[src/rtl/aes_round_ctrl.sv]
// aes_round_ctrl: round sequencer for an AES-128 encryption datapath.
// Steps through ARK0, then KEY/SUB/SHIFT/MIX/ARK per round (MIX skipped in
// the last round), raising one stage enable at a time and waiting for that
// stage's done. A done is ignored in the first cycle of every state.
// Optional stage watchdog: define AES_STAGE_TIMEOUT_EN to enable it.
module aes_round_ctrl #(
  parameter int NR             = 10,
  parameter int TIMEOUT_CYCLES = 64
) (
  input  logic       pi_clk,
  input  logic       pi_rst,
  input  logic       pi_start,
  input  logic       pi_key_done,
  input  logic       pi_sub_done,
  input  logic       pi_shift_done,
  input  logic       pi_mix_done,
  input  logic       pi_ark_done,
  output logic       po_key_en,
  output logic       po_sub_en,
  output logic       po_shift_en,
  output logic       po_mix_en,
  output logic       po_ark_en,
  output logic       po_sel_init,
  output logic [3:0] po_round,
  output logic       po_busy,
  output logic       po_done,
  output logic       po_error
);

  typedef enum logic [3:0] {
    S_IDLE, S_ARK0, S_KEY, S_SUB, S_SHIFT, S_MIX, S_ARK, S_DONE, S_ERR
  } state_e;

  localparam logic [3:0] LP_NR = 4'(NR);

  state_e     r_state;
  state_e     w_next;
  logic [3:0] r_round;
  logic [3:0] w_round_nxt;
  logic       r_first;
  logic       w_stage;
  logic       w_stage_done;
  logic       w_acc;
  logic       w_tmo;
  logic       r_key_en;
  logic       r_sub_en;
  logic       r_shift_en;
  logic       r_mix_en;
  logic       r_ark_en;
  logic       r_sel_init;
  logic       r_busy;
  logic       r_done;

  // Select the done that belongs to the current stage state; others are ignored
  always_comb begin
    w_stage      = 1'b1;
    w_stage_done = 1'b0;
    case (r_state)
      S_ARK0:  w_stage_done = pi_ark_done;
      S_KEY:   w_stage_done = pi_key_done;
      S_SUB:   w_stage_done = pi_sub_done;
      S_SHIFT: w_stage_done = pi_shift_done;
      S_MIX:   w_stage_done = pi_mix_done;
      S_ARK:   w_stage_done = pi_ark_done;
      default: w_stage      = 1'b0;
    endcase
  end

  // r_first marks the settle cycle, so a stale done cannot advance the FSM
  assign w_acc = w_stage && !r_first && w_stage_done;

`ifdef AES_STAGE_TIMEOUT_EN
  localparam int TW = $clog2(TIMEOUT_CYCLES + 1);
  logic [TW-1:0] r_tcnt;
  logic          r_error;

  // Cycles spent in the current stage state; cleared on every state change
  always_ff @(posedge pi_clk) begin
    if (pi_rst || (w_next != r_state)) begin
      r_tcnt <= '0;
    end else if (w_stage) begin
      r_tcnt <= r_tcnt + 1'b1;
    end
  end

  assign w_tmo    = w_stage && !w_acc && (r_tcnt == TW'(TIMEOUT_CYCLES - 1));
  assign po_error = r_error;
`else
  assign w_tmo    = 1'b0;
  assign po_error = 1'b0;
`endif

  // Next-state and next-round decision
  always_comb begin
    w_next      = r_state;
    w_round_nxt = r_round;
    case (r_state)
      S_IDLE: begin
        if (pi_start) begin
          w_next      = S_ARK0;
          w_round_nxt = '0;
        end
      end
      S_ARK0: begin
        if (w_acc) begin
          w_next      = S_KEY;
          w_round_nxt = 4'd1;
        end
      end
      S_KEY:   if (w_acc) w_next = S_SUB;
      S_SUB:   if (w_acc) w_next = S_SHIFT;
      S_SHIFT: if (w_acc) w_next = (r_round < LP_NR) ? S_MIX : S_ARK;
      S_MIX:   if (w_acc) w_next = S_ARK;
      S_ARK: begin
        if (w_acc) begin
          if (r_round == LP_NR) begin
            w_next = S_DONE;
          end else begin
            w_next      = S_KEY;
            w_round_nxt = r_round + 4'd1;
          end
        end
      end
      S_DONE:  w_next = S_IDLE;
      S_ERR:   w_next = S_ERR;
      default: w_next = S_IDLE;
    endcase
    if (w_tmo) w_next = S_ERR;
  end

  // FSM register; outputs are decoded from the next state so they line up
  // with the state they describe
  always_ff @(posedge pi_clk) begin
    if (pi_rst) begin
      r_state    <= S_IDLE;
      r_round    <= '0;
      r_first    <= 1'b1;
      r_key_en   <= 1'b0;
      r_sub_en   <= 1'b0;
      r_shift_en <= 1'b0;
      r_mix_en   <= 1'b0;
      r_ark_en   <= 1'b0;
      r_sel_init <= 1'b0;
      r_busy     <= 1'b0;
      r_done     <= 1'b0;
`ifdef AES_STAGE_TIMEOUT_EN
      r_error    <= 1'b0;
`endif
    end else begin
      r_state    <= w_next;
      r_round    <= w_round_nxt;
      r_first    <= (w_next != r_state);
      r_key_en   <= (w_next == S_KEY);
      r_sub_en   <= (w_next == S_SUB);
      r_shift_en <= (w_next == S_SHIFT);
      r_mix_en   <= (w_next == S_MIX);
      r_ark_en   <= (w_next == S_ARK0) || (w_next == S_ARK);
      r_sel_init <= (w_next == S_ARK0);
      r_busy     <= (w_next inside {S_ARK0, S_KEY, S_SUB, S_SHIFT, S_MIX, S_ARK});
      r_done     <= (w_next == S_DONE);
`ifdef AES_STAGE_TIMEOUT_EN
      r_error    <= (w_next == S_ERR);
`endif
    end
  end

  assign po_key_en   = r_key_en;
  assign po_sub_en   = r_sub_en;
  assign po_shift_en = r_shift_en;
  assign po_mix_en   = r_mix_en;
  assign po_ark_en   = r_ark_en;
  assign po_sel_init = r_sel_init;
  assign po_round    = r_round;
  assign po_busy     = r_busy;
  assign po_done     = r_done;

endmodule

[config.mk]
export PLATFORM = sky130hd
export DESIGN_NAME = aes_round_ctrl
export DESIGN_NICKNAME = d
export VERILOG_FILES = /design/src/rtl/aes_round_ctrl.sv
export SDC_FILE = /design/constraint.sdc
export NUM_CORES = 1
export LEC_CHECK = 0
export CORE_ASPECT_RATIO = 1.25
export CORE_UTILIZATION = 44
export CTS_CLUSTER_DIAMETER = 150
export DETAILED_ROUTE_END_ITERATION = 6
export MAX_ROUTING_LAYER = met4
export PLACE_DENSITY = 0.76
export SETUP_SLACK_MARGIN = 0.15
export SYNTH_ARGS = -nofsm -noshare
export SYNTH_HDL_FRONTEND = slang
export SYNTH_SLANG_ARGS = --single-unit
[constraint.sdc]
create_clock -name pi_clk -period 2.7 [get_ports pi_clk]
set_input_delay 0.675 -clock pi_clk [delete_from_list [all_inputs] [get_ports pi_clk]]
set_output_delay 0.675 -clock pi_clk [all_outputs]
set_load 0.01 [all_outputs]
==> Word level (Yosys, flattened, before mapping) <==
Index checks and enable logic that the tools add are counted.
{ "word_totals": {"reg_bits": 17, "output_inout_bits": 13, "word_cells": 60} }
{ "op_classes": {"addsub": 1, "magnitude_cmp": 1, "eq_ne": 20, "muxes": 17, "n_reduce_logical": 10} }
{ "ops": {"columns": ["op", "n"], "rows": [
  ["2-to-1 mux 4 bit", 11],
  ["case mux 4 bit (8 select lines)", 1],
  ["== test 4 x 3 -> 1 bit (second input constant)", 7],
  ["== test 4 x 2 -> 1 bit (second input constant)", 4],
  ["case mux 4 bit (3 select lines)", 1],
  ["== test 4 x 1 -> 1 bit (second input constant)", 2],
  ["== test 4 bit (second input constant)", 2],
  ["!= test 2 bit (second input constant)", 4],
  ["nonzero test 6 bit", 1],
  ["OR reduction 6 bit", 1],
  ["case mux 1 bit (5 select lines)", 1],
  ["AND reduction 5 bit", 1],
  ["adder 4 x 1 -> 4 bit (second input constant)", 1],
  ["logical NOT 4 bit", 1],
  ["less-than comparator 4 bit (second input constant)", 1],
  ["!= test 4 bit", 1],
  ["2-to-1 mux 3 bit", 1],
  ["nonzero test 3 bit", 1],
  ["logical AND 1 bit", 2],
  ["2-to-1 mux 2 bit", 1],
  ["OR reduction 2 bit", 1],
  ["logical NOT 1 bit", 1],
  ["logical OR 1 bit", 1],
  ["2-to-1 mux 1 bit", 1]
]} }

==> Depth between registers and ports, before layout <==
{ "logic_depth": {"ltp_word": 9, "depth_mapped": 9} }

==> Worst setup path after synthesis <==
OpenSTA, ideal clock, no wires.
{ "synth_path": {"kind": "in2reg", "start": "in pi_sub_done", "end": "reg r_round[2], in the netlist po_round[2]", "t_arrival_ns": 2.499, "t_required_ns": 2.629, "path_slack_ns": 0.131, "path_stages": 8, "path_buffers": 1, "cell_sequence": "mux2i_1 -> or4_1 -> a31o_1 -> buf_6 -> a211o_4 -> or2_0 -> or3b_1 -> a21oi_1"} }
{ "synth_via": {"elab_chain_cells": 4} }
{ "synth_rtl": {"columns": ["element", "line", "text"], "rows": [
  ["from (decl)", "14", "input logic pi_sub_done,"],
  ["case mux 1 bit (5 select lines) (*)", "58", "case (r_state)"],
  ["logical AND 1 bit (*)", "70", "assign w_acc = w_stage && !r_first && w_stage_done;"],
  ["!= test 2 bit (no source line)", null, null],
  ["AND reduction 5 bit (no source line) (*)", null, null],
  ["to (signal assigned)", "151", "r_round <= w_round_nxt;"],
  ["to (decl)", "38", "logic [3:0] r_round;"]
]} }
Every way passes the cells marked *; elsewhere a longest branch is shown, timed or not.
A chain may end at the register's enable or synchronous reset.

==> Worst setup path after layout <==
{ "layout_path": {"start": "in pi_key_done", "end": "reg r_ark_en, in the netlist po_ark_en"} }
{ "layout_via": {"elab_chain_cells": 6} }
{ "layout_rtl": {"columns": ["element", "line", "text"], "rows": [
  ["from (decl)", "13", "input logic pi_key_done,"],
  ["case mux 1 bit (5 select lines) (*)", "58", null],
  ["logical AND 1 bit (*)", "70", null],
  ["2-to-1 mux 4 bit (tied with other cells)", "115", "if (w_acc) begin"],
  ["case mux 4 bit (8 select lines) (*)", "97", "case (r_state)"],
  ["== test 4 x 1 -> 1 bit or == test 4 x 3 -> 1 bit (tied branches)", "157", "r_ark_en <= (w_next == S_ARK0) || (w_next == S_ARK);"],
  ["logical OR 1 bit (*)", "157", null],
  ["to (signal assigned)", "157", null],
  ["to (decl)", "49", "logic r_ark_en;"]
]} }
Marks and branches as above.

==> results.toml <==
[grt]
grt_max_degree = 13
grt_pass1_vias = 899
grt_overflow = 0
antenna_found_initial = 0
grtUsageTotal_pct = 22.4
grt_first_pass_wirelength_um = 3800

[critical_path]
cp-end-kind = "register"
crit_chain = "dlygate4sd2_1 > mux2i_1 > or4_1 > a31o_1 > buf_6 > buf_6 > nand3b_1 > a21oi_2 > or3b_1 > a211oi_2"
worst-path-buf-inv = 3
slowest_delay_ns = 0.52
worst-endpoint-required_ns = 2.92
cp-start-kind = "primary input"
critPathArrivalTime_ns = 2.73
cp_slowest_cell = "or4_1"
cp_common_cell = "buf_6"
critPathMaxFanout = 4
criticalPathCategory = "in2reg"
path_delay_family = "simple AND/OR/NAND/NOR gates"

[hold_path]
hp-class = "reg2reg"

[clock_network]
cts.clk_slew.worst_paths_ns = 0.10
cts_buffer_depth = 2
ctsHtreeMaxLevel = 1
cts-root-buf = "clkbuf_4"
clk_latency_ns = 0.30
clkSinkCount = 17
cts_inserted_buffers = 3
cts_tree = "yes"

[synthesis]
yosys.area.top_type = "dfxtp_1"
yosysSeqAreaShare_pct = 36.0
avgSynthCellArea_um2 = 8.21
synth_cells = 115
synth_top_flop_cell = "dfxtp_1"
synth_cell_types = 41
netlist_area_um2 = 945
synth_top_area_share_pct = 36.0
synth-edff-count = 0
synth_seq_cells = 17
yosys-top-cells-count = "dfxtp_1, nand2_1, nor2_1"
synth_area_leaders = "dfxtp_1, mux2i_1, nand2_1"
syn_nets = 125
synth.most_common_cell = "dfxtp_1"
ys_warn_count = 0
synthArstFlopShare_pct = 0

[run_status]
violations = "design-rule violations"
status = "finished, violations left"

[sta]
final_max_slew_viol_count = 0
hold_ws_ns = 0.573
fmax_mhz = 400
min_period_ns = 2.50
fin_crit_sh_pct = 92.7
hold_viol = 0
setup_viol = 0
finClkSkew_ns = 0.00274
layout_setup_ws_ns = 0.198
rsz0062_at_grt = "no"

[route]
drtAntennaViolNets = 0
first_pass_iters = 6
wl_per_cell_um = 15.2
drc = 4
drtIter0Drc = 23
vias_per_cell = 5.80
routed_wl_um = 2500
vias = 952

[floorplanning]
die_h_um = 53.8
num_rows = 18
floorplan.initialDensity_pct = 47.1
die_area_um2 = 2340
io_pins = 21
core_um2 = 2000
dieWidth_um = 43.4

[place]
placedCellCount = 159
placed_cell_area_um2 = 1210
place_ws_ns = -0.293
portBuffers = 19
gp_congestion = 0.831
dp_hpwl_um = 1750

[pwr]
pwr_density_cell_nw_per_um2 = 382
power_mw = 0.500
p_leak_nw = 0.531
ir_drop_uv = 314

[layout]
final_cells = 164
diodes = 0
area_delta_synth_final_pct = 38.7
fillers = 164
nNetsFinal = 155
final_cell_area_um2 = 1310
drive_above_1_share_pct = 19.4

[job]
max_cap_violations = 0
-- metrics by stage --
step | utilization [%] | TNS (ns)
2_1_floorplan | - | 0
3_3_place_gp | 60.4 | -2.43
3_5_place_dp | 60.4 | -3.21
4_1_cts | 63.6 | 0
5_1_grt | 65.4 | 0
6_report | 65.4 | 0
-- path summary, 6_finish.rpt --
path	from	to	slack [ns]	cells past startpoint
worst min register to register	po_round[2]$_SDFFE_PP0P_	po_round[2]$_SDFFE_PP0P_	0.57	2
worst max register to register	r_state[0]$_SDFF_PP0_	po_ark_en$_SDFF_PP0_	0.27	9
worst min-delay path	po_round[2]$_SDFFE_PP0P_	po_round[2]$_SDFFE_PP0P_	0.57	2
worst max-delay path	pi_key_done	po_ark_en$_SDFF_PP0_	0.20	10
-- worst min-delay path, cell delays in order, from the launching register on --
cell and delay, ns:
dfxtp_1 0.36, o21ai_0 0.10, a21oi_1 0.07
-- cell usage in the layout, fill, tap and decap left out, types with 2 or more instances in the layout --
| cell type | synthesis | final |
|---|---|---|
| dfxtp_1 | 17 | 17 |
| clkdlybuf4s50_1 | 0 | 15 |
| nand2_1 | 11 | 11 |
| buf_4 | 1 | 11 |
| o21ai_0 | 7 | 7 |
| nor2_1 | 8 | 6 |
| inv_1 | 5 | 5 |
| or3_1 | 5 | 5 |
| a21oi_1 | 6 | 5 |
| nand3b_1 | 4 | 4 |
| mux2i_1 | 5 | 4 |
| nor3_1 | 3 | 3 |
| and3_1 | 3 | 3 |
| clkbuf_4 | 0 | 3 |
| o211ai_1 | 2 | 2 |
| and2_1 | 2 | 2 |
| nand2b_1 | 2 | 2 |
| or4_1 | 2 | 2 |
| a21oi_2 | 1 | 2 |
| or3b_1 | 2 | 2 |
| nor2b_1 | 2 | 2 |
| ha_1 | 2 | 2 |
| dlygate4sd2_1 | 0 | 2 |
| dlymetal6s2s_1 | 0 | 2 |
| buf_6 | 1 | 2 |
-- logic make-up after synthesis --
family                     count (synthesis)  synth area share, %
muxes                                      5                 5.30
buffers and inverters                     12                 6.09
adders and majority gates                  2                 2.65
AOI/OAI and AO/OA                         27                 19.5
other                                      1                0.397
DFF                                       17                 36.0
and+or+nand+nor                           51                 30.1
-- layout make-up --
cell class / instances / area [um^2] / share of cell area [%]
multi-input cells: 86 / 601 / 45.8
flip-flops and latches: 17 / 340 / 26.0
repair buffers: 32 / 298 / 22.7
well taps: 20 / 25.0 / 1.91
clock buffers: 3 / 22.5 / 1.72
inverters: 5 / 18.8 / 1.43
clock inverters: 1 / 5.00 / 0.382
-- layer usage --
layer  up-vias  GRT usage (%)  wire, um
met4         0           7.81        26
met2        30           41.9      1310
met3         4           3.69       123
met5         -              -         0
li1        466              -         -
met1       452           23.9      1030
-- power breakdown --
part / switching, mW / total, mW / internal, mW
clock: 0.0873 / 0.143 / 0.0553
sequential: 0.00555 / 0.265 / 0.259
combinational: 0.0443 / 0.0926 / 0.0483
-- state kept, by name, indices dropped and copies added (netlist names) --
register / flops
po_ark_en: 1
po_busy: 1
po_done: 1
po_key_en: 1
po_mix_en: 1
po_round: 4
po_sel_init: 1
po_shift_en: 1
po_sub_en: 1
r_first: 1
r_state: 4
-- repair_timing --
item	CTS	global route
setup buffers	0	1
pin swaps	9	7
hold buffers	0	0
endpoints found under the setup margin	12	12
resized for setup	10	7
cloned	0	0
Note: power is estimated with default switching activity, not from simulation.
